## src/rtl/rx_status_monitor_mp.sv

```systemverilog
// Multi-port root-hub RX status monitor: per-port connect-state debounce, resume
// edge detection, sticky write-1-to-clear status with overrun, and a maskable irq.
module rx_status_monitor_mp #(
  parameter int unsigned NUM_PORTS       = 4,
  parameter int unsigned STATE_W         = 2,
  parameter int unsigned DEBOUNCE_CYCLES = 16
) (
  input  logic                           clk,
  input  logic                           rst,
  input  logic [NUM_PORTS*STATE_W-1:0]   connectStateIn,
  input  logic [NUM_PORTS-1:0]           resumeDetectedIn,
  input  logic [2*NUM_PORTS-1:0]         statusClearIn,
  input  logic [2*NUM_PORTS-1:0]         intEnableIn,
  output logic [NUM_PORTS*STATE_W-1:0]   connectStateOut,
  output logic [NUM_PORTS-1:0]           connectionEventOut,
  output logic [NUM_PORTS-1:0]           resumeIntOut,
  output logic [2*NUM_PORTS-1:0]         statusOut,
  output logic [2*NUM_PORTS-1:0]         overrunOut,
  output logic                           irqOut
);

  localparam int unsigned CNT_W    = $clog2(DEBOUNCE_CYCLES + 1);
  localparam int unsigned STS_W    = 2 * NUM_PORTS;

  logic [STATE_W-1:0] accepted      [NUM_PORTS];
  logic [STATE_W-1:0] candidate     [NUM_PORTS];
  logic [CNT_W-1:0]   debounceCnt   [NUM_PORTS];

  logic [STATE_W-1:0] acceptedNext  [NUM_PORTS];
  logic [STATE_W-1:0] candidateNext [NUM_PORTS];
  logic [CNT_W-1:0]   debounceNext  [NUM_PORTS];
  logic [CNT_W-1:0]   sampleCount   [NUM_PORTS];
  logic [NUM_PORTS-1:0] connectEventNext;

  logic [NUM_PORTS-1:0] resumePrev;
  logic [STS_W-1:0]     statusEvent;
  logic [STS_W-1:0]     statusNext;
  logic [STS_W-1:0]     overrunNext;

  // Accepted state is exported directly; raw input never reaches the output.
  for (genvar gp = 0; gp < NUM_PORTS; gp++) begin : gen_state_out
    assign connectStateOut[gp*STATE_W +: STATE_W] = accepted[gp];
  end

  // Debounce: a new value is accepted on its DEBOUNCE_CYCLES-th consecutive sample.
  always_comb begin
    connectEventNext = '0;
    for (int p = 0; p < NUM_PORTS; p++) begin
      acceptedNext[p]  = accepted[p];
      candidateNext[p] = candidate[p];
      debounceNext[p]  = debounceCnt[p];
      sampleCount[p]   = '0;
      if (connectStateIn[p*STATE_W +: STATE_W] == accepted[p]) begin
        debounceNext[p] = '0;
      end else begin
        sampleCount[p]   = (connectStateIn[p*STATE_W +: STATE_W] != candidate[p])
                           ? CNT_W'(1) : debounceCnt[p] + CNT_W'(1);
        candidateNext[p] = connectStateIn[p*STATE_W +: STATE_W];
        if (sampleCount[p] == CNT_W'(DEBOUNCE_CYCLES)) begin
          acceptedNext[p]     = connectStateIn[p*STATE_W +: STATE_W];
          debounceNext[p]     = '0;
          connectEventNext[p] = 1'b1;
        end else begin
          debounceNext[p] = sampleCount[p];
        end
      end
    end
  end

  // Sticky status: a coincident event beats its clear and leaves overrun untouched.
  always_comb begin
    statusEvent = {resumeIntOut, connectionEventOut};
    statusNext  = statusEvent | (statusOut & ~statusClearIn);
    overrunNext = (overrunOut & ~statusClearIn)
                | (statusEvent & statusOut & ~statusClearIn)
                | (statusEvent & statusClearIn & overrunOut);
  end

  always_ff @(posedge clk or posedge rst) begin
    if (rst) begin
      for (int p = 0; p < NUM_PORTS; p++) begin
        accepted[p]    <= '0;
        candidate[p]   <= '0;
        debounceCnt[p] <= '0;
      end
      connectionEventOut <= '0;
      resumeIntOut       <= '0;
      resumePrev         <= '1;
      statusOut          <= '0;
      overrunOut         <= '0;
      irqOut             <= 1'b0;
    end else begin
      for (int p = 0; p < NUM_PORTS; p++) begin
        accepted[p]    <= acceptedNext[p];
        candidate[p]   <= candidateNext[p];
        debounceCnt[p] <= debounceNext[p];
      end
      connectionEventOut <= connectEventNext;
      resumeIntOut       <= resumeDetectedIn & ~resumePrev;
      resumePrev         <= resumeDetectedIn;
      statusOut          <= statusNext;
      overrunOut         <= overrunNext;
      irqOut             <= |(statusOut & intEnableIn);
    end
  end

endmodule

```

## config.mk

```make
export PLATFORM = sky130hd
export DESIGN_NAME = rx_status_monitor_mp
export DESIGN_NICKNAME = d
export VERILOG_FILES = /design/src/rtl/rx_status_monitor_mp.sv
export SDC_FILE = /design/constraint.sdc
export NUM_CORES = 1
export LEC_CHECK = 0
export CAP_MARGIN = 20
export CORE_MARGIN = 1
export CORE_UTILIZATION = 54
export CTS_BUF_LIST = sky130_fd_sc_hd__clkbuf_4 sky130_fd_sc_hd__clkbuf_8 sky130_fd_sc_hd__clkbuf_16
export DETAILED_ROUTE_END_ITERATION = 7
export GPL_TIMING_DRIVEN = 0
export MAX_ROUTING_LAYER = met4
export PLACE_DENSITY = 0.85
export SYNTH_ARGS = -nofsm -noshare
export SYNTH_HDL_FRONTEND = slang
export SYNTH_SLANG_ARGS = --single-unit
```

## constraint.sdc

```tcl
create_clock -name clk -period 4.98 [get_ports clk]
set_input_delay 0.747 -clock clk [delete_from_list [all_inputs] [get_ports clk]]
set_output_delay 0.747 -clock clk [all_outputs]
set_load 0.1 [all_outputs]
```

# Yosys cells after proc, flatten, opt, wreduce, memory -nomap -nowiden
# Cells that the tools add are included.
dict set report classes {
  n_addsub 4
  bitwise_logic 17
  eq_ne 12
  muxes 20
  reduce_logical 5
}
# op count
set op_table {}
lappend op_table {{two-way mux 5 bit} 12}
lappend op_table {{bitwise AND 8 bit} 7}
lappend op_table {{bitwise OR 8 bit} 3}
lappend op_table {{adder 5 x 1 -> 5 bit (second input constant)} 4}
lappend op_table {{== test 5 bit (second input constant)} 4}
lappend op_table {{== test 2 bit} 4}
lappend op_table {{two-way mux 1 bit} 8}
lappend op_table {{inequality test 2 bit} 4}
lappend op_table {{inverter 8 bit} 1}
lappend op_table {{AND reduction 2 bit} 4}
lappend op_table {{OR reduction 8 bit} 1}
lappend op_table {{bitwise AND 4 bit} 1}
lappend op_table {{inverter 1 bit} 4}
lappend op_table {{inverter 4 bit} 1}
dict set report totals {
  register_bits 65
  out_inout_bits 33
  in_bits 30
}

# Logic depth before layout (Yosys ltp)
# Gate-level depths: netlist of the first run.
dict set report logic_depth {
  word_depth 5
  ltp_mapped 5
  mapped_depth_nobuf 5
}

# Least setup slack after synthesis of the first run
# Ideal clock, no wire load.
dict set report synth_timing {
  path_type {reg2reg}
  start {register accepted (netlist bit connectStateOut[2])}
  end {register accepted (netlist bit connectStateOut[3])}
  arrival_time_ps 2210
  period_less_slack_ps 2336
  required_time_ps 4854
  path_slack_ps 2644
  path_stages_with_launch 5
  path_buffers 0
  setup_ps 126
  cell_sequence {dfrtp_1 > xnor2_1 > a211o_2 > nor4_4 > mux2_2}
}
dict set report synth_between {
  elab_chain_len 3
}
# item line
set synth_lines {}
lappend synth_lines {{start: declaration} 25} ;# logic [STATE_W-1:0] accepted [NUM_PORTS];
lappend synth_lines {{start signal: indexed assignment} 94} ;# accepted[p] <= acceptedNext[p];
lappend synth_lines {{== test 2 bit} 53} ;# if (connectStateIn[p*STATE_W +: STATE_W] == accepted[p]) begin
lappend synth_lines {{inverter 1 bit (no source line)} --}
lappend synth_lines {{AND reduction 2 bit (no source line)} --}
# Every way passes these cells.
# A chain may end at the register's enable or synchronous reset.

# Worst setup path in the final report of the first run
dict set report layout_timing {
  start {register accepted (netlist bit connectStateOut[0])}
  end {output connectStateOut[0]}
}
# item line
set layout_rtl {}
lappend layout_rtl {{end: declaration} 14} ;# output logic [NUM_PORTS*STATE_W-1:0] connectStateOut,
# No word-level cell between the ends.

==> impl_metrics.py, run 1 <==
metrics = {
    "status": {
        "status": "complete, no violations",
    },
    "clock_network": {
        "post_cts_buffers": 0,
        "numCtsBuffers": 9,
        "clockBufferDepth": 2,
        "cts_tree": "yes",
        "clock_latency_ns": 0.34,
        "clock-root-buffer": "clkbuf_8",
        "post_cts_resized": 0,
        "cts.sinks": 65,
        "postCtsHoldBufs": 0,
        "cts_max_level": 3,
        "path_clk_slew_ns": 0.07,
    },
    "finish": {
        "layout_commonest_cell": "dfrtp_1",
        "final_nets": 361,
        "mostFrequentLayoutCells": "dfrtp_1, clkdlybuf4s50_1, nor2_1",
        "diodes": 0,
        "n_fill_cell": 397,
        "layout-drive-gt1-share_pct": 12.0,
        "postLayoutCellArea_um2": 3730,
        "area_growth_pct": 30.3,
    },
    "drt": {
        "drt_pass1_iterations": 4,
        "drt-total-wl_mm": 5.21,
        "ant_nets": 0,
        "drc_errors": 0,
        "initialDrtViolationCount": 83,
        "num_vias": 2064,
        "via_per_inst": 5.13,
        "wl_per_cell_um": 13.0,
    },
    "synthesis": {
        "yosys_warnings": 0,
        "avgSynthCellArea_um2": 11.2,
        "synth-seq-cells": 65,
        "ys_types": 24,
        "netlist_instances": 256,
        "synth_fp_nets": 290,
        "yosysSeqAreaShare_pct": 56.9,
        "synthesis.area_um2": 2870,
    },
    "worst_setup_path": {
        "cp-end-kind": "output pin",
        "r2r_start": "candidate[6]$_DFFE_PP0P_",
        "cp.arrival_ns": 1.97,
        "regToRegEndpoint": "connectStateOut[1]$_DFFE_PP0P_",
        "startpoint": "connectStateOut[0]$_DFFE_PP0P_",
        "worst-path-buf-inv": 1,
        "slowest_delay_ns": 1.18,
        "required_ns": 4.23,
        "crit_type": "reg2out",
        "crit_chain": "clkdlybuf4s50_1",
        "crit_family": "buffers and inverters",
        "cp-start-kind": "flop",
        "crit_slowest_cell": "clkdlybuf4s50_1",
        "ff2ff_path_depth": 4,
        "path_max_fanout": 6,
        "r2r_slack_ns": 3.07,
    },
    "sta": {
        "finalHoldViolations": 0,
        "post-route-period-util_pct": 54.6,
        "relSlewSlack_pct": 33.7,
        "finClkSkew_ns": 0.0115,
        "fin_crit_ns": 2.72,
        "hold_slack_ns": 0.485,
        "setup_violations": 0,
        "finalSetupTns_ns": 0,
        "rsz0062_at_grt": "no",
        "drv_slew": 0,
        "clock.fmax_mhz": 368,
        "tightest_slew_ns": 0.992,
    },
    "global_routing": {
        "grt.met3_usage_pct": 6.29,
        "grt_pass1_vias": 1986,
        "antenna_found_initial": 0,
        "grt-busiest-layer": "met2",
        "met2_usage_pct": 33.8,
        "globalRouteTotalUtil_pct": 21.3,
        "grt-ovfl-total": 0,
        "grt_pass1_wl_mm": 8.45,
        "grt_max_degree": 36,
        "grtUsageMet1_pct": 25.2,
    },
    "die": {
        "core_area_um2": 5110,
        "num_io_pins": 63,
        "die_w_um": 74.8,
        "initial_core_util_pct": 56.1,
        "rows": 26,
        "die_h_um": 74.8,
        "die_area_um2": 5600,
    },
    "power_and_ir_drop": {
        "leakage_nw": 1.70,
        "p_per_area_nw_per_um2": 322,
        "ir_drop_mv": 0.251,
    },
    "worst_hold_path": {
        "hold_depth": 1,
        "min_to": "resumeIntOut[1]$_DFF_PP0_",
        "hp-class": "reg2reg",
        "worstHoldStart": "resumePrev[1]$_DFF_PP1_",
    },
    "flow_run": {
        "maxCapViolations": 0,
    },
    "placement": {
        "dp_hpwl_mm": 3.89,
        "gp_congestion": 0.752,
        "port_buffers": 59,
        "postPlaceCellArea_um2": 3560,
    },
}
routing by layer:
| metal | part of all wire (%) | wire (um) | up-vias |
|---|---|---|---|
| met1 | 44 | 2290 | 988 |
| met2 | 49 | 2580 | 55 |
| li1 | - | - | 1013 |
| met3 | 4.9 | 255 | 8 |
| met4 | 1.7 | 89 | 0 |
| met5 | 0 | 0 | - |
report_power, final:
group | leakage [nW] | internal (mW) | switching [mW]
sequential | 0.835 | 0.558 | 0.0255
clock | 0.0955 | 0.207 | 0.180
combinational | 0.765 | 0.0793 | 0.154
total | 1.70 | 0.844 | 0.360
synthesized netlist by cell type:
library cell	instances	share of area, %
a211o_2	2	0.70
a21o_1	8	2.1
a21oi_1	11	1.9
a22oi_1	6	1.6
a31oi_1	3	0.66
a32oi_1	1	0.31
buf_2	3	0.52
dfrtp_1	61	53
dfstp_2	4	3.7
ha_1	4	1.7
inv_1	18	2.4
mux2_2	8	3.1
nand2_1	15	2.0
nand3_1	15	2.6
nand4_1	3	0.66
nor2_1	24	3.1
nor2b_1	8	1.7
nor3_1	6	1.0
nor4_4	4	3.0
o211ai_1	1	0.26
o211ai_2	1	0.44
o21ai_0	16	2.8
xnor2_1	18	5.5
xor2_1	16	4.9
cell families (layout without fill, tap and decap cells):
group | Yosys count | count (layout) | synth area share, %
xor+xnor | 34 | 34 | 10.4
flops | 65 | 65 | 56.9
compound gates | 49 | 49 | 10.7
simple gates | 75 | 75 | 14.1
buf+inv | 21 | 97 | 2.88
mux | 8 | 8 | 3.14
fa+ha+maj | 4 | 4 | 1.75
sequential cells by signal, summed over array words and instances, names as in the netlist:
signal	flops
candidate	8
resumeIntOut	4
overrunOut	8
irqOut	1
statusOut	8
debounceCnt	20
resumePrev	4
connectStateOut	8
connectionEventOut	4
through the flow:
stage	worst slack, ns	util [%]	cells	total power, mW
after floorplan	2.61	-	256	0.756
after global placement	1.54	69.4	385	0.817
after detailed placement	2.22	69.8	386	0.827
after CTS	2.24	73.1	402	1.22
after global routing	2.19	73.1	402	1.26
final	2.26	73.1	402	1.20
worst max-delay path by stage:
stage / endpoint / cells past startpoint
global route: connectStateOut[0] / 1
global placement: overrunOut[1]$_DFF_PP0_ / 2
floorplan: candidate[0]$_DFFE_PP0P_ / 1
finish: connectStateOut[0] / 1
detailed placement: connectStateOut[1]$_DFFE_PP0P_ / 5
CTS: connectStateOut[0] / 1
area by class of cell:
type | instances | area, um^2 | share of cell area [%]
buffer | 3 | 15.0 | 0.402
clock buffer | 14 | 161 | 4.32
clock inverter | 2 | 10.0 | 0.268
inverter | 18 | 67.6 | 1.81
multi-input combinational | 170 | 1150 | 30.8
sequential | 65 | 1630 | 43.7
tap | 70 | 87.6 | 2.35
timing repair buffer | 60 | 611 | 16.3
(Power assumes the default switching activity.)
==> inputs of run 2 (changes only) <==
--- a/config.mk
+++ b/config.mk
@@ -7,12 +7,12 @@
 export LEC_CHECK = 0
 export CAP_MARGIN = 20
 export CORE_MARGIN = 1
-export CORE_UTILIZATION = 54
+export CORE_UTILIZATION = 50
 export CTS_BUF_LIST = sky130_fd_sc_hd__clkbuf_4 sky130_fd_sc_hd__clkbuf_8 sky130_fd_sc_hd__clkbuf_16
 export DETAILED_ROUTE_END_ITERATION = 7
 export GPL_TIMING_DRIVEN = 0
 export MAX_ROUTING_LAYER = met4
-export PLACE_DENSITY = 0.85
+export PLACE_DENSITY = 0.79
 export SYNTH_ARGS = -nofsm -noshare
 export SYNTH_HDL_FRONTEND = slang
 export SYNTH_SLANG_ARGS = --single-unit
==> constraint.sdc (replaced) <==
create_clock -name clk -period 2.5 [get_ports clk]
set_input_delay 0.375 -clock clk [delete_from_list [all_inputs] [get_ports clk]]
set_output_delay 0.375 -clock clk [all_outputs]
set_load 0.1 [all_outputs]
==> impl_metrics.py, run 2 (synthesis gave the netlist of run 1 again) <==
metrics = {
    "sta": {
        "rsz0062_at_grt": "no",
        "setup_violations": 0,
        "clock.fmax_mhz": 429,
        "post-route-period-util_pct": 93.3,
        "finClkSkew_ns": 0.00876,
        "tightest_slew_ns": 0.975,
        "drv_slew": 0,
        "fin_crit_ns": 2.33,
        "hold_slack_ns": 0.382,
        "relSlewSlack_pct": 34.8,
        "finalHoldViolations": 0,
    },
    "drt": {
        "drt_pass1_iterations": 4,
        "num_vias": 2050,
        "drc_errors": 0,
        "via_per_inst": 5.07,
        "wl_per_cell_um": 12.5,
        "ant_nets": 0,
        "initialDrtViolationCount": 107,
        "drt-total-wl_mm": 5.05,
    },
    "worst_setup_path": {
        "crit_type": "reg2out",
        "cp.arrival_ns": 1.96,
        "crit_family": "buffers and inverters",
        "regToRegEndpoint": "connectStateOut[5]$_DFFE_PP0P_",
        "r2r_slack_ns": 0.62,
        "crit_slowest_cell": "clkdlybuf4s50_1",
        "required_ns": 2.12,
        "ff2ff_path_depth": 4,
        "cp-start-kind": "flop",
        "worst-path-buf-inv": 1,
        "slowest_delay_ns": 1.17,
        "crit_chain": "clkdlybuf4s50_1",
        "r2r_start": "connectStateOut[5]$_DFFE_PP0P_",
        "cp-end-kind": "output pin",
        "path_max_fanout": 6,
    },
    "placement": {
        "dp_hpwl_mm": 3.68,
        "place_inst": 388,
        "postPlaceCellArea_um2": 3570,
        "port_buffers": 59,
        "gp_congestion": 0.757,
    },
    "finish": {
        "diodes": 0,
        "layout-drive-gt1-share_pct": 12.0,
        "mostFrequentLayoutCells": "dfrtp_1, clkdlybuf4s50_1, nor2_1",
        "n_fill_cell": 422,
        "largest_reg_flops": 20,
        "final_nets": 361,
        "area_growth_pct": 31.3,
        "post-route-util_pct": 68.3,
        "stdcell_count": 404,
        "postLayoutCellArea_um2": 3760,
        "top_register": "debounceCnt",
        "layout_commonest_cell": "dfrtp_1",
    },
    "global_routing": {
        "grt_pass1_wl_mm": 8.56,
        "grt_pass1_vias": 1969,
        "globalRouteTotalUtil_pct": 19.2,
        "grt-ovfl-total": 0,
        "antenna_found_initial": 0,
        "grt_max_degree": 39,
    },
    "clock_network": {
        "numCtsBuffers": 9,
        "cts.sinks": 65,
        "post_cts_buffers": 0,
        "post_cts_resized": 0,
        "clockBufferDepth": 2,
        "path_clk_slew_ns": 0.07,
        "clock-root-buffer": "clkbuf_8",
        "cts_max_level": 3,
        "cts_tree": "yes",
        "postCtsHoldBufs": 0,
        "clock_latency_ns": 0.33,
    },
    "die": {
        "num_io_pins": 63,
        "rows": 27,
        "die_area_um2": 6040,
        "die_w_um": 77.7,
        "initial_core_util_pct": 52.0,
        "die_h_um": 77.7,
        "core_area_um2": 5510,
    },
    "power_and_ir_drop": {
        "leakage_nw": 1.71,
        "ir_drop_mv": 0.365,
        "p_per_area_nw_per_um2": 656,
    },
    "worst_hold_path": {
        "min_to": "candidate[7]$_DFFE_PP0P_",
        "worstHoldStart": "connectStateIn[1]",
        "hold_depth": 3,
        "hp-class": "in2reg",
    },
    "status": {
        "status": "complete, no violations",
    },
    "flow_run": {
        "maxCapViolations": 0,
    },
}
[run 2: cell count changes in the layout (fill, tap and decap cells not counted)]
cell | before | now
clkbuf_8 | 9 | 13
clkbuf_4 | 5 | 1
[run 2: power by group]
group / switching, mW / internal, mW / total, mW
Clock: 0.370 / 0.477 / 0.847
Combinational: 0.305 / 0.158 / 0.463
Sequential: 0.0489 / 1.11 / 1.16
[run 2: worst min-delay path, stage by stage]
cell and delay (ns):
buf_2 0.15, a21oi_1 0.05, nor2_1 0.10
[run 2: through the flow]
step	setup slack (ns)	TNS, ns	power (mW)
after floorplan	0.164	0	1.51
after global placement	-0.591	-35.92	1.63
after detailed placement	0.123	0	1.64
after CTS	0.143	0	2.50
after global routing	0.0879	0	2.59
final	0.166	0	2.47
[run 2: how the worst max path moves through the flow]
stage               slack (ns)                             end  cells after the start                            from
floorplan                 0.16  connectStateOut[7]$_DFFE_PP0P_                      4  connectStateOut[6]$_DFFE_PP0P_
global placement         -0.59       resumeIntOut[1]$_DFF_PP0_                      2                             rst
detailed placement        0.12  connectStateOut[5]$_DFFE_PP0P_                      5               connectStateIn[5]
CTS                       0.14              connectStateOut[7]                      1  connectStateOut[7]$_DFFE_PP0P_
global route              0.09              connectStateOut[3]                      1  connectStateOut[3]$_DFFE_PP0P_
finish                    0.17              connectStateOut[7]                      1  connectStateOut[7]$_DFFE_PP0P_
[run 2: area by class of cell]
| cell class | count | area [um^2] | share of cell area, % |
|---|---|---|---|
| repair buffers | 60 | 611 | 16.2 |
| well taps | 72 | 90.1 | 2.39 |
| inverters | 18 | 67.6 | 1.80 |
| multi-input cells | 170 | 1150 | 30.6 |
| clock buffers | 14 | 186 | 4.96 |
| clock inverters | 2 | 10.0 | 0.266 |
| flip-flops and latches | 65 | 1630 | 43.4 |
| plain buffers | 3 | 15.0 | 0.399 |
[run 2: metal layers]
metal  global-route usage (%)  wire length [um]  up-vias
met5                        -                 0        -
met3                     6.59               288        7
met2                     28.8              2370       52
met4                     8.87                78        0
met1                     23.3              2310      975
li1                         -                 -     1016
==> inputs of run 3 (changes only) <==
--- a/config.mk
+++ b/config.mk
@@ -10,6 +10,7 @@
 export CORE_UTILIZATION = 50
 export CTS_BUF_LIST = sky130_fd_sc_hd__clkbuf_4 sky130_fd_sc_hd__clkbuf_8 sky130_fd_sc_hd__clkbuf_16
 export DETAILED_ROUTE_END_ITERATION = 7
+export GPL_ROUTABILITY_DRIVEN = 0
 export GPL_TIMING_DRIVEN = 0
 export MAX_ROUTING_LAYER = met4
 export PLACE_DENSITY = 0.79
==> results of run 3 <==
Same layout as run 2: the final DEF is identical, and so are final timing and power.
